--- src/rtl/rtc_ctrl_pkg.sv ---
// Shared types and constants for the RTC time controller.
// RTC_ALARM_EN widens the mode encoding to cover the alarm set states.
package rtc_ctrl_pkg;

    localparam int SEC_MOD = 60;
    localparam int MIN_MOD = 60;
    localparam int HOUR_W  = 5;
    localparam int MIN_W   = 6;
    localparam int SEC_W   = 6;
    localparam int CNT_W   = 6;

`ifdef RTC_ALARM_EN
    localparam int MODE_W  = 3;
`else
    localparam int MODE_W  = 2;
`endif

    typedef enum logic [2:0] {
        RUN    = 3'd0,
        SET_H  = 3'd1,
        SET_M  = 3'd2,
        SET_AH = 3'd3,
        SET_AM = 3'd4
    } state_e;

endpackage

--- src/rtl/mod_counter.sv ---
// Modulo-MOD up counter with load. wrap_o is a combinational carry so that
// chained counters resolve a full rollover in a single clock.
module mod_counter #(
    parameter int             MOD     = 60,
    parameter int             W       = 6,
    parameter logic [W-1:0]   RST_VAL = '0
) (
    input  logic         clk,
    input  logic         rst,
    input  logic         load_i,
    input  logic [W-1:0] load_val_i,
    input  logic         inc_i,
    output logic [W-1:0] value_o,
    output logic         wrap_o
);

    logic [W-1:0] value_q;
    logic [W-1:0] value_d;

    always_comb begin
        wrap_o  = inc_i && (value_q == W'(MOD - 1));
        value_d = value_q;
        if (load_i) begin
            value_d = load_val_i;
        end else if (inc_i) begin
            value_d = wrap_o ? '0 : value_q + 1'b1;
        end
    end

    always_ff @(posedge clk) begin
        if (!rst) begin
            value_q <= RST_VAL;
        end else begin
            value_q <= value_d;
        end
    end

    assign value_o = value_q;

endmodule

--- src/rtl/rtc_time_controller.sv ---
// Time-of-day controller with RUN/SET mode FSM, advanced by a 1 Hz tick.
// Define RTC_ALARM_EN to add the alarm registers, alarm set states and alarm_active.
module rtc_time_controller
    import rtc_ctrl_pkg::*;
#(
    parameter int HOURS_MOD     = 24,
    parameter int RESET_HOURS   = 0,
    parameter int RESET_MINUTES = 0
) (
    input  logic              clk,
    input  logic              rst,
    input  logic              tick_1hz,
    input  logic              btn_mode,
    input  logic              btn_inc,
    output logic [HOUR_W-1:0] hours,
    output logic [MIN_W-1:0]  minutes,
    output logic [SEC_W-1:0]  seconds,
    output logic [MODE_W-1:0] mode,
    output logic              blink,
    output logic              alarm_active
);

    state_e state_q, state_d;
    logic   blink_q, blink_d;
    logic   time_run;
    logic   sec_inc, min_inc, hr_inc, sec_load;
    logic   sec_wrap, min_wrap, hr_wrap;

    always_comb begin
        state_d = state_q;
        if (btn_mode) begin
            case (state_q)
                RUN:     state_d = SET_H;
                SET_H:   state_d = SET_M;
`ifdef RTC_ALARM_EN
                SET_M:   state_d = SET_AH;
                SET_AH:  state_d = SET_AM;
                SET_AM:  state_d = RUN;
`else
                SET_M:   state_d = RUN;
`endif
                default: state_d = RUN;
            endcase
        end
    end

    // Blink restarts high on entering any set state, then toggles once per tick.
    always_comb begin
        blink_d = blink_q;
        if (state_d == RUN) begin
            blink_d = 1'b0;
        end else if (state_d != state_q) begin
            blink_d = 1'b1;
        end else if (tick_1hz) begin
            blink_d = ~blink_q;
        end
    end

    always_ff @(posedge clk) begin
        if (!rst) begin
            state_q <= RUN;
            blink_q <= 1'b0;
        end else begin
            state_q <= state_d;
            blink_q <= blink_d;
        end
    end

`ifdef RTC_ALARM_EN
    assign time_run = (state_q == RUN) || (state_q == SET_AH) || (state_q == SET_AM);
`else
    assign time_run = (state_q == RUN);
`endif

    assign sec_inc  = time_run && tick_1hz;
    assign min_inc  = (time_run && sec_wrap) || ((state_q == SET_M) && btn_inc);
    assign hr_inc   = (time_run && min_wrap) || ((state_q == SET_H) && btn_inc);
    assign sec_load = (state_q == SET_M) && btn_mode;

    mod_counter #(.MOD(SEC_MOD), .W(SEC_W), .RST_VAL('0)) u_sec (
        .clk        (clk),
        .rst        (rst),
        .load_i     (sec_load),
        .load_val_i ('0),
        .inc_i      (sec_inc),
        .value_o    (seconds),
        .wrap_o     (sec_wrap)
    );

    mod_counter #(.MOD(MIN_MOD), .W(MIN_W), .RST_VAL(MIN_W'(RESET_MINUTES))) u_min (
        .clk        (clk),
        .rst        (rst),
        .load_i     (1'b0),
        .load_val_i ('0),
        .inc_i      (min_inc),
        .value_o    (minutes),
        .wrap_o     (min_wrap)
    );

    mod_counter #(.MOD(HOURS_MOD), .W(HOUR_W), .RST_VAL(HOUR_W'(RESET_HOURS))) u_hr (
        .clk        (clk),
        .rst        (rst),
        .load_i     (1'b0),
        .load_val_i ('0),
        .inc_i      (hr_inc),
        .value_o    (hours),
        .wrap_o     (hr_wrap)
    );

    assign mode  = state_q[MODE_W-1:0];
    assign blink = blink_q;

`ifdef RTC_ALARM_EN
    logic [HOUR_W-1:0] alarm_hours;
    logic [MIN_W-1:0]  alarm_minutes;
    logic [HOUR_W-1:0] hr_next;
    logic [MIN_W-1:0]  min_next;
    logic              ah_wrap, am_wrap;
    logic              alarm_hit;
    logic              alarm_q, alarm_d;
    logic [CNT_W-1:0]  alarm_cnt_q, alarm_cnt_d;

    mod_counter #(.MOD(HOURS_MOD), .W(HOUR_W), .RST_VAL('0)) u_alarm_hr (
        .clk        (clk),
        .rst        (rst),
        .load_i     (1'b0),
        .load_val_i ('0),
        .inc_i      ((state_q == SET_AH) && btn_inc),
        .value_o    (alarm_hours),
        .wrap_o     (ah_wrap)
    );

    mod_counter #(.MOD(MIN_MOD), .W(MIN_W), .RST_VAL('0)) u_alarm_min (
        .clk        (clk),
        .rst        (rst),
        .load_i     (1'b0),
        .load_val_i ('0),
        .inc_i      ((state_q == SET_AM) && btn_inc),
        .value_o    (alarm_minutes),
        .wrap_o     (am_wrap)
    );

    // Only meaningful when sec_wrap is high: the hh:mm the clock rolls into.
    assign min_next  = min_wrap ? '0 : minutes + 1'b1;
    assign hr_next   = min_wrap ? (hr_wrap ? '0 : hours + 1'b1) : hours;
    assign alarm_hit = (state_q == RUN) && sec_wrap &&
                       (min_next == alarm_minutes) && (hr_next == alarm_hours);

    always_comb begin
        alarm_d     = alarm_q;
        alarm_cnt_d = alarm_cnt_q;
        if ((state_q == RUN) && btn_inc) begin
            alarm_d = 1'b0;
        end else if (alarm_hit) begin
            alarm_d     = 1'b1;
            alarm_cnt_d = '0;
        end else if (alarm_q && tick_1hz) begin
            if (alarm_cnt_q == CNT_W'(59)) begin
                alarm_d = 1'b0;
            end else begin
                alarm_cnt_d = alarm_cnt_q + 1'b1;
            end
        end
    end

    always_ff @(posedge clk) begin
        if (!rst) begin
            alarm_q     <= 1'b0;
            alarm_cnt_q <= '0;
        end else begin
            alarm_q     <= alarm_d;
            alarm_cnt_q <= alarm_cnt_d;
        end
    end

    logic unused_alarm_wraps;
    assign unused_alarm_wraps = ah_wrap ^ am_wrap;
    assign alarm_active = alarm_q;
`else
    logic unused_hr_wrap;
    assign unused_hr_wrap = hr_wrap;
    assign alarm_active   = 1'b0;
`endif

endmodule

--- config.mk ---
export PLATFORM = sky130hd
export DESIGN_NAME = rtc_time_controller
export DESIGN_NICKNAME = d
export VERILOG_FILES = /design/src/rtl/rtc_ctrl_pkg.sv /design/src/rtl/mod_counter.sv /design/src/rtl/rtc_time_controller.sv
export SDC_FILE = /design/constraint.sdc
export NUM_CORES = 1
export LEC_CHECK = 0
export CAP_MARGIN = 0
export CORE_ASPECT_RATIO = 1.1
export CORE_MARGIN = 4
export CORE_UTILIZATION = 55
export DETAILED_ROUTE_END_ITERATION = 6
export PLACE_DENSITY = 0.91
export SLEW_MARGIN = 0
export SYNTH_ARGS = -nofsm -noshare
export SYNTH_HDL_FRONTEND = slang
export SYNTH_HIERARCHICAL = 1
export SYNTH_SLANG_ARGS = --single-unit
--- constraint.sdc ---
create_clock -name clk -period 8.2 [get_ports clk]
set_input_delay 1.64 -clock clk [delete_from_list [all_inputs] [get_ports clk]]
set_output_delay 1.64 -clock clk [all_outputs]
set_load 0.05 [all_outputs]
Word level (Yosys, flattened, before mapping). Index checks and enable logic that the tools add are counted.

Reductions and logical operators: 16. Equal/unequal tests: 6. Muxes and demuxes: 7. $add $sub $neg: 3. Bitwise logic cells: 2.

Operators by type and width (number): adder 6 x 1 -> 6 bit, second input constant (2); == test 6 bit, second input constant (2); two-way mux 6 bit (2); logical AND 1 bit (9); logical NOT 3 bit (2); adder 5 x 1 -> 5 bit, second input constant (1); == test 5 bit, second input constant (1); two-way mux 5 bit (1); one-hot mux 2 bit (2 select lines) (1); OR reduction 2 bit (2); == test 3 x 1 -> 1 bit, second input constant (1); == test 3 x 2 -> 1 bit, second input constant (1); two-way mux 3 bit (1); inequality test 3 bit (1); logical OR 1 bit (2); two-way mux 1 bit (2); inverter 1 bit (2); nonzero test 2 bit (1).

Word-level logic and storage cells: 39. Input port bits: 5. Register bits: 21.

Depth between registers and ports, before layout. Gate-level depths: netlist (run 1).

Word-level depth: 10. Gate-level depth with buffers: 15.

Modules after synthesis. Netlist (run 1), hierarchy kept.

Modules (own cells, without submodules): mod_counter (u_min ...) (area each 404.1 sq um, instances 2, cells each 43, seq. area each 120.1 sq um); rtc_time_controller (area each 279.0 sq um, instances 1, cells each 30, seq. area each 80.1 sq um); mod_counter (u_hr) (area each 262.8 sq um, instances 1, cells each 31, seq. area each 100.1 sq um).

Worst setup path after synthesis (run 1). Ideal clock, no wire load.

Path kind: in2reg. From: input port tick_1hz. To: register u_hr.value_q[3], in the netlist u_hr/value_o[3]. Required time: 8.130 ns. Setup time: 0.070 ns. Slack: 3.814 ns. Cell stages on the path: 14. Data arrival time: 4.316 ns. Buffers on the path: 2. Path through: nor4b_1 > buf_6 > nand4_1 > nor2_2 > mux2i_1 > nor3_1 > buf_6 > nand4_1 > nor2_2 > mux2i_1 > nor3_1 > nand4_1 > or3b_1 > a21oi_1.

Word-level cells in the longest chain between the ends: 9.

RTL lines: start: declaration (RTL line rtc_time_controller.sv:12) `input logic tick_1hz,`; logical AND 1 bit (*) (RTL line rtc_time_controller.sv:75) `assign sec_inc = time_run && tick_1hz;`; logical AND 1 bit (*) (RTL line mod_counter.sv:21) `wrap_o = inc_i && (value_q == W'(MOD - 1));`; via sec_wrap (RTL line rtc_time_controller.sv:27) `logic sec_wrap, min_wrap, hr_wrap;`; logical AND 1 bit (*) (RTL line rtc_time_controller.sv:76) `assign min_inc = (time_run && sec_wrap) || ((state_q == SET_M) && btn_inc);`; logical OR 1 bit (*) (RTL line rtc_time_controller.sv:76); via min_inc (RTL line rtc_time_controller.sv:26) `logic sec_inc, min_inc, hr_inc, sec_load;`; logical AND 1 bit (*) (RTL line mod_counter.sv:21); via min_wrap (RTL line rtc_time_controller.sv:27); logical AND 1 bit (*) (RTL line rtc_time_controller.sv:77) `assign hr_inc = (time_run && min_wrap) || ((state_q == SET_H) && btn_inc);`; logical OR 1 bit (*) (RTL line rtc_time_controller.sv:77); via hr_inc (RTL line rtc_time_controller.sv:26); logical AND 1 bit (RTL line mod_counter.sv:21); two-way mux 5 bit (RTL line mod_counter.sv:26) `value_d = wrap_o ? '0 : value_q + 1'b1;`; end signal: assignment (RTL line mod_counter.sv:34) `value_q <= value_d;`; end: declaration (RTL line mod_counter.sv:17) `logic [W-1:0] value_q;`.

Mark *: on every way through the listed nets, which the timed path passes. The rest lies on a longest branch. A chain may end at the register's enable or synchronous reset.

Worst setup path in the final report (run 1).
From: input port tick_1hz. To: register u_hr.value_q[3], in the netlist u_hr/value_o[3].

Word-level cells in the longest chain between the ends: 9.

RTL lines (RTL line): logical AND 1 bit (*) (rtc_time_controller.sv:75); via sec_inc (rtc_time_controller.sv:26); logical AND 1 bit (*) (mod_counter.sv:21); via sec_wrap (rtc_time_controller.sv:27); logical AND 1 bit (*) (rtc_time_controller.sv:76); logical OR 1 bit (*) (rtc_time_controller.sv:76); via min_inc (rtc_time_controller.sv:26); logical AND 1 bit (*) (mod_counter.sv:21); via min_wrap (rtc_time_controller.sv:27); logical AND 1 bit (*) (rtc_time_controller.sv:77); logical OR 1 bit (*) (rtc_time_controller.sv:77); via hr_inc (rtc_time_controller.sv:26); logical AND 1 bit (mod_counter.sv:21); two-way mux 5 bit (mod_counter.sv:26).

Marked as above.

==> metrics.cfg, run 1 <==
[status]
status=complete, no violations

[clock_tree]
clock_tree_from_tritoncts=done
htree_num_levels=1
cts_repair_resize_count=0
cts_setup_buffers=0
max-clock-path-buffers=2
clk-insertion-delay-late_ns=0.31
cts_root_buf=clkbuf_4
cts_inserted_buffers=3
clock_sinks=21
cts.reportedPaths.clkPinSlew_ns=0.12
postCtsHoldBufs=0

[floorplanning]
core_um2=2300
full_die_area_um2=3300
rows=18
starting_density_pct=58.6
die_x_um=55.2
fp.dieH_um=59.9
boundaryPins=26

[yosys]
syn-cell-area_um2=1350
post_synth_inst_count=146
avgSynthCellArea_um2=9.22
synth-warning-count=6

[routing]
dr_wl_met2_mm=1.51
post_drt_via_cell_ratio=5.50
wl_met3_um=127
wl_met1_mm=1.33
detailedRoute.firstIterationViolations=35
via_count=1221
top_signal_layer_used=met4
drt-total-wl_mm=3.02
post-route-drc-count=0
drt.antenna.violating_nets=0
final_routed_wire_length_divided_by_cell_count_um=13.6
drt-pass1-iter-count=4

[timing]
slew-limit-headroom_pct=32.2
final-setup-viol-count=0
finalSetupTns_ns=0
slew_violations=0
finalCritPeriodShare_pct=66.9
hold_violations=0
final.setup.worst_slack_ns=2.71
fmax_ghz=0.182
worst_pin_slew_ns=1.01
setup_repair_after_global_routing_missed_its_margin=false
period_minus_slack_ns=5.49
worst_clock_skew_ns=0.00297

[grt]
grt_util_all_layers_pct=20.2
grt_max_degree=22
via_count_of_the_first_global_routing_pass=1211
grt_first_pass_wirelength_mm=4.92
antenna_found_initial=0
gr-total-overflow=0

[worst_setup_path]
critical_path.endpoint_type=flop
crit_path_start_kind=input port
cp.required_ns=8.45
worst_ep_arrival_time_ns=5.73
path_class=input port to flop
crit_fanout=10

[placed_design]
dp_hpwl_mm=2.24
preCtsSetupSlack_ns=2.45
place_congestion=0.835
numPortBuffers=24

[min_path]
worstHoldPathType=flop to flop

[final_layout]
areaGrowthSynthToFinish_pct=25.1
nNetsFinal=201
insertedDiodeCount=0
fraction_of_final_layout_cells_sized_beyond_drive_strength_1_pct=9.90

[flow_run]
drv.max_cap_violation_count=0

[power_and_ir_drop]
power_density_nw_per_um2=139
power.leakage_uw=0.000662
vdd_drop_max_uv=104

[placed cells by master (no fill, tap or decap), types with 5 or more instances in the layout]
cell	n
clkdlybuf4s50_1	24
inv_1	5
mux2i_1	6
a21oi_1	7
conb_1	26
dfxtp_1	21
o21ai_0	10
nand3_1	5
nand4_1	5
nand2_1	11
[path summary, 6_finish.rpt]
path                                  startpoint          endpoint  slack, ns  cells after the start
worst max-delay path                    tick_1hz   u_hr/value_o[3]       2.71                     14
worst max register to register        state_q[0]   u_hr/value_o[3]       4.03                     13
worst min register to register  u_sec/value_o[4]  u_sec/value_o[4]       0.56                      2
worst min-delay path            u_sec/value_o[4]  u_sec/value_o[4]       0.56                      2
[stage by stage]
stage               instance area, µm²  util (%)  total power [µW]  hold WS, ns  cells
floorplan                         1440         -               165        0.611    171
global placement                  1660      72.2               182        0.532    218
detailed placement                1660      72.2               184        0.538    218
CTS                               1680      73.3               235        0.555    222
global route                      1680      73.3               246        0.596    222
finish                            1680      73.3               233        0.557    222
[area by class of cell]
class,instances,area [µm²]
tap,30,37.5
timing repair buffer,25,248
sequential,21,420
fill,200,613
multi-input combinational,137,933
inverter,5,18.8
clock buffer,4,26.3
[where the power goes]
group	internal [µW]	leakage [µW]	switching [µW]	total [µW]
clock	19.0	0.0000150	31.9	50.9
combinational	24.1	0.000474	40.8	64.9
sequential	108	0.000173	9.56	118
total	151	0.000662	82.3	233
[worst max-delay path: stages]
cell and delay, ns:
clkdlybuf4s50_1 0.49, nor4b_1 0.25, buf_4 0.22, nand4_1 0.17, nor2_2 0.21, mux2i_1 0.10, nor3_1 0.78, nand4_1 0.32
nor2_2 0.24, mux2i_1 0.10, nor3_1 0.50, nand4_1 0.19, or3b_1 0.38, a21oi_1 0.12
[registers in the layout, indices dropped and copies added, names as in the netlist]
name / flops
u_sec/value_o: 6
u_hr/value_o: 5
blink: 1
u_min/value_o: 6
state_q: 3
[routing by layer]
metal / global-route usage, % / vias up
met5: 0 / -
met4: 10.4 / 0
met3: 2.99 / 8
met2: 34.8 / 31
met1: 23.4 / 568
li1: - / 614
Note: power is estimated with default switching activity, not from simulation.
==> run 2, diff against run 1 <==
--- a/config.mk
+++ b/config.mk
@@ -8,9 +8,9 @@
 export CAP_MARGIN = 0
 export CORE_ASPECT_RATIO = 1.1
 export CORE_MARGIN = 4
-export CORE_UTILIZATION = 55
+export CORE_UTILIZATION = 51
 export DETAILED_ROUTE_END_ITERATION = 6
-export PLACE_DENSITY = 0.91
+export PLACE_DENSITY = 0.86
 export SLEW_MARGIN = 0
 export SYNTH_ARGS = -nofsm -noshare
 export SYNTH_HDL_FRONTEND = slang
==> constraint.sdc (replaced) <==
create_clock -name clk -period 5.2 [get_ports clk]
set_input_delay 1.04 -clock clk [delete_from_list [all_inputs] [get_ports clk]]
set_output_delay 1.04 -clock clk [all_outputs]
set_load 0.05 [all_outputs]
==> metrics.cfg, run 2 (same netlist as run 1, synthesis figures left out) <==
[routing]
drt-total-wl_mm=2.95  ; -2.3%
detailedRoute.firstIterationViolations=56  ; +60%
post_drt_via_cell_ratio=5.48  ; -0.41%
final_routed_wire_length_divided_by_cell_count_um=13.2  ; -3.2%
post-route-drc-count=0  ; unchanged
via_count=1227  ; +0.49%
drt-pass1-iter-count=5  ; +1
drt.antenna.violating_nets=0  ; unchanged

[clock_tree]
cts_inserted_buffers=3  ; unchanged
max-clock-path-buffers=2  ; unchanged
postCtsHoldBufs=0  ; unchanged
clock_sinks=21  ; unchanged
cts_root_buf=clkbuf_4
cts.reportedPaths.clkPinSlew_ns=0.11  ; about the same
cts_setup_buffers=0  ; unchanged
cts_repair_resize_count=0  ; unchanged
clk-insertion-delay-late_ns=0.31  ; about the same
htree_num_levels=1  ; unchanged
clock_tree_from_tritoncts=done

[final_layout]
areaGrowthSynthToFinish_pct=25.7
fraction_of_final_layout_cells_sized_beyond_drive_strength_1_pct=10.4  ; +0.47 points
highest_count_cells_in_the_layout_ignoring_fill_and_taps=conb_1 (26), clkdlybuf4s50_1 (24), dfxtp_1 (21), nand2_1 (11), o21ai_0 (10)
seqCellArea_um2=420  ; unchanged
nNetsFinal=202  ; +0.50%
insertedDiodeCount=0  ; unchanged
multi_input_comb_area_um2=933  ; unchanged
layout_commonest_cell=conb_1
fillers=221  ; +11%
finish.utilization_pct=67.2  ; -6.1 points

[status]
status=complete, no violations

[placed_design]
dp_hpwl_mm=2.21  ; -1.5%
numPortBuffers=24  ; unchanged
place_congestion=0.868  ; +4.0%

[grt]
gr-total-overflow=0  ; unchanged
grt_util_all_layers_pct=18.2  ; -2.0 points
grt_max_degree=22  ; unchanged
grt_first_pass_wirelength_mm=5.11  ; +3.9%
antenna_found_initial=0  ; unchanged
via_count_of_the_first_global_routing_pass=1156  ; -4.5%

[min_path]
worstHoldPathType=flop to flop
whs_endpoint=u_sec/value_o[4]
min-delay-start=u_sec/value_o[4]
holdPathStages=2  ; unchanged

[timing]
hold_violations=0  ; unchanged
fmax_ghz=0.238
setup_repair_after_global_routing_missed_its_margin=false
finalCritPeriodShare_pct=80.8
final-setup-viol-count=0  ; unchanged
worst_clock_skew_ns=0.00239  ; -0.000578 ns
slew_violations=0  ; unchanged
worst_pin_slew_ns=0.707  ; -0.302 ns
finalSetupTns_ns=0  ; unchanged
period_minus_slack_ns=4.20
slew-limit-headroom_pct=52.7  ; +21 points

[floorplanning]
full_die_area_um2=3530  ; +6.7%
core_um2=2520  ; +9.7%
rows=19  ; +1
fp.dieH_um=61.9  ; +3.3%
die_x_um=57.0  ; +3.3%
starting_density_pct=53.4  ; -5.2 points
boundaryPins=26  ; unchanged

[worst_setup_path]
path_class=input port to flop
crit_path_start_kind=input port
reg2regPathDepth=14  ; +1
worst_ep_arrival_time_ns=4.45  ; -1.28 ns
critical_path.endpoint_type=flop
r2r-start=state_q[1]
rr_endpoint=u_hr/value_o[3]
cp.required_ns=5.45  ; -3.00 ns
regToRegSetupSlack_ns=1.71  ; -2.32 ns
crit_fanout=10  ; unchanged

[power_and_ir_drop]
internal_power_uw=239  ; +58%
sw_frac_of_total_pct=35.0  ; -0.26 points
vdd_drop_max_uv=165  ; +59%
power.leakage_uw=0.000667  ; +0.82%
power.share.sequential_pct=50.6  ; +0.2 points
power_density_nw_per_um2=217  ; +56%
power.share.combinational_pct=27.6  ; -0.2 points
power_dissipated_by_switching_net_loads_uw=128  ; +56%
share_clk_of_total_power_pct=21.7  ; about the same

[flow_run]
drv.max_cap_violation_count=0  ; unchanged

run 2: cell count changes in the layout (fill, tap and decap cells not counted), sizes merged:
cell	previous run	this run
buf	1	2
run 2: worst max path at each step:
stage                        start              end  slack, ns  cells past startpoint
after floorplan           tick_1hz  u_hr/value_o[3]       1.41                     14
after global placement    tick_1hz  u_hr/value_o[3]       0.84                     15
after detailed placement  tick_1hz  u_hr/value_o[3]       0.69                     15
after CTS                 tick_1hz  u_hr/value_o[3]       0.99                     15
after global routing      tick_1hz  u_hr/value_o[3]       0.66                     15
final                     tick_1hz  u_hr/value_o[3]        1.0                     15
run 2: worst max-delay path, cell delays in order:
cell and delay [ns]:
clkdlybuf4s50_1 0.50, nor4b_1 0.24, buf_4 0.22, nand4_1 0.16
nor2_2 0.22, mux2i_1 0.10, nor3_1 0.14, buf_4 0.19
nand4_1 0.16, nor2_2 0.20, mux2i_1 0.09, nor3_1 0.50
nand4_1 0.19, or3b_1 0.38, a21oi_1 0.12
run 2: layout make-up:
| class | count | share of cell area [%] |
|---|---|---|
| multi-input cells | 137 | 55.1 |
| flip-flops and latches | 21 | 24.8 |
| repair buffers | 26 | 15.1 |
| well taps | 31 | 2.29 |
| clock buffers | 4 | 1.55 |
| inverters | 5 | 1.11 |
run 2: per-stage QoR:
step	power (µW)	hold slack, ns	worst slack [ns]	area, µm²	instances
floorplan	261	0.611	1.41	1440	171
finish	367	0.554	0.999	1690	224
CTS	370	0.552	0.989	1690	224
global route	387	0.620	0.661	1690	224
global placement	287	0.526	0.836	1670	220
detailed placement	290	0.530	0.692	1670	220
run 2: layer usage:
| metal | global-route usage (%) | vias up | share of wire (%) |
|---|---|---|---|
| li1 | - | 618 | - |
| met1 | 22.0 | 574 | 45 |
| met2 | 33.1 | 31 | 49 |
| met3 | 4.34 | 4 | 4.9 |
| met4 | 3.97 | 0 | 0.85 |
| met5 | 0 | - | 0 |
run 2: power groups by stage:
| stage | combinational (µW) | clock (µW) | sequential (µW) |
|---|---|---|---|
| 6_report | 101 | 79.8 | 186 |
| 5_1_grt | 109 | 90.4 | 188 |
| 4_1_cts | 101 | 83.2 | 186 |
| 3_5_place_dp | 100 | 0 | 189 |
| 3_3_place_gp | 98.4 | 0 | 188 |
| 2_1_floorplan | 47.0 | 0 | 214 |
==> run 3, diff against run 2 <==
==> constraint.sdc (replaced) <==
create_clock -name clk -period 4.1 [get_ports clk]
set_input_delay 0.82 -clock clk [delete_from_list [all_inputs] [get_ports clk]]
set_output_delay 0.82 -clock clk [all_outputs]
set_load 0.05 [all_outputs]
==> metrics.cfg, run 3 (same netlist as run 1, synthesis figures left out) <==
[status]
status=complete, no violations

[routing]
post-route-drc-count=0  ; unchanged
drt-total-wl_mm=3.00  ; +1.5%
detailedRoute.firstIterationViolations=32  ; -43%
post_drt_via_cell_ratio=5.49  ; +0.29%
via_count=1236  ; +0.73%
drt-pass1-iter-count=4  ; -1
final_routed_wire_length_divided_by_cell_count_um=13.3  ; +1.1%
drt.antenna.violating_nets=0  ; unchanged

[timing]
worst_clock_skew_ns=0.00391  ; +0.00152 ns
fmax_ghz=0.283
slew_violations=0  ; unchanged
final-setup-viol-count=0  ; unchanged
setup_repair_after_global_routing_missed_its_margin=false
finalCritPeriodShare_pct=86.3
final.setup.worst_slack_ns=0.562  ; -0.437 ns
hold_violations=0  ; unchanged
period_minus_slack_ns=3.54
worst_pin_slew_ns=0.696  ; -0.0110 ns
finalSetupTns_ns=0  ; unchanged
slew-limit-headroom_pct=53.5  ; +0.73 points

[power_and_ir_drop]
power_density_nw_per_um2=273  ; +26%
vdd_drop_max_uv=215  ; +30%
power_dissipated_by_switching_net_loads_uw=161  ; +25%
sw_frac_of_total_pct=34.6  ; -0.34 points
power.share.combinational_pct=28.0  ; +0.4 points
power.share.sequential_pct=50.7  ; about the same
internal_power_uw=303  ; +27%
share_clk_of_total_power_pct=21.3  ; -0.4 points
power.leakage_uw=0.000672  ; +0.80%

[worst_setup_path]
crit_chain=clkdlybuf4s50_1 -> nor4b_1 -> nand4_1 -> nor2_2 -> mux2i_1 -> nor3_1 -> nand4_1 -> nor2_2 -> mux2i_1 -> nor3_1 -> nand4_1 -> or3b_1 -> a21oi_1
slowest_stage=clkdlybuf4s50_1
path_class=input port to flop
crit_fanout=3  ; -7
crit_path_start_kind=input port
critical_path.endpoint_type=flop
cp.required_ns=4.34  ; -1.11 ns
crit_buf_inv=1  ; -2
worst_ep_arrival_time_ns=3.78  ; -0.67 ns
timing.critical_path.mode_cell=nand4_1
critPathMaxStageDelay_ns=0.48  ; -0.02 ns
worst_path_dominant_cell_family=simple AND/OR/NAND/NOR gates

[min_path]
worstHoldPathType=flop to flop

[floorplanning]
starting_density_pct=53.4  ; unchanged
core_um2=2520  ; unchanged
boundaryPins=26  ; unchanged
full_die_area_um2=3530  ; unchanged
die_x_um=57.0  ; unchanged
rows=19  ; unchanged
fp.dieH_um=61.9  ; unchanged

[clock_tree]
clock_tree_from_tritoncts=done
max-clock-path-buffers=2  ; unchanged
cts_repair_resize_count=0  ; unchanged
clk-insertion-delay-late_ns=0.30  ; about the same
htree_num_levels=1  ; unchanged
cts.reportedPaths.clkPinSlew_ns=0.12  ; about the same
cts_inserted_buffers=3  ; unchanged
clock_sinks=21  ; unchanged
cts_root_buf=clkbuf_4
cts_setup_buffers=0  ; unchanged
postCtsHoldBufs=0  ; unchanged

[final_layout]
areaGrowthSynthToFinish_pct=26.3
insertedDiodeCount=0  ; unchanged
fraction_of_final_layout_cells_sized_beyond_drive_strength_1_pct=10.8  ; +0.46 points
nNetsFinal=203  ; +0.50%
highest_count_cells_in_the_layout_ignoring_fill_and_taps=conb_1 (26), clkdlybuf4s50_1 (24), dfxtp_1 (21), nand2_1 (11), o21ai_0 (10)
layout_commonest_cell=conb_1
fillers=231  ; +4.5%

[grt]
grt_first_pass_wirelength_mm=4.93  ; -3.6%
via_count_of_the_first_global_routing_pass=1144  ; -1.0%
grt_max_degree=22  ; unchanged
gr-total-overflow=0  ; unchanged
grt_util_all_layers_pct=17.7  ; -0.45 points
antenna_found_initial=0  ; unchanged

[placed_design]
preCtsSetupSlack_ns=0.314  ; -0.378 ns
dp_hpwl_mm=2.24  ; +1.7%
numPortBuffers=24  ; unchanged
place_congestion=0.841  ; -3.1%

[flow_run]
drv.max_cap_violation_count=0  ; unchanged

## run 3: cell count changes in the layout (fill, tap and decap cells not counted)
| cell | delta |
|---|---|
| buf_4 | +1 |
## run 3: final timing paths
check | start | end | slack [ns] | cells after the start
hold / removal | u_min/value_o[4] | u_min/value_o[4] | 0.55 | 2
setup reg to reg | state_q[1] | u_hr/value_o[3] | 1.05 | 12
hold reg to reg | u_min/value_o[4] | u_min/value_o[4] | 0.55 | 2
setup / recovery | tick_1hz | u_hr/value_o[3] | 0.56 | 13
## run 3: power by group through the flow
stage               Combinational (µW)  Sequential, µW  Clock (µW)
floorplan                         59.6             271           0
global placement                   126             238           0
detailed placement                 129             240           0
CTS                                129             235         103
global route                       139             238         113
finish                             130             235        98.8
## run 3: final cells by class
type	count	area [µm²]	share of cell area, %
inverters	5	18.8	1.10
well taps	31	38.8	2.28
flip-flops and latches	21	420	24.7
multi-input cells	137	933	54.9
repair buffers	27	263	15.5
clock buffers	4	26.3	1.55
## run 3: metrics by stage
| stage | instance area [µm²] | instances | hold WS (ns) | power, µW | utilization, % |
|---|---|---|---|---|---|
| after detailed placement | 1670 | 221 | 0.545 | 368 | 66.4 |
| after floorplan | 1440 | 171 | 0.611 | 331 | - |
| after global routing | 1700 | 225 | 0.604 | 490 | 67.5 |
| after global placement | 1670 | 221 | 0.522 | 364 | 66.4 |
| after CTS | 1700 | 225 | 0.560 | 468 | 67.5 |
| final | 1700 | 225 | 0.551 | 464 | 67.5 |
## run 3: metal layers
metal / vias up / wire length (µm) / GRT usage (%)
met1: 582 / 1340 / 21.0
met4: 0 / 30 / 6.95
met2: 27 / 1510 / 32.3
li1: 623 / - / -
met3: 4 / 115 / 3.10
met5: - / 0 / 0
## run 3: tightest hold or removal path: stages, from the launching register on
cell     delay (ns)
dfxtp_1        0.37
nand2_1        0.07
a31oi_1        0.07
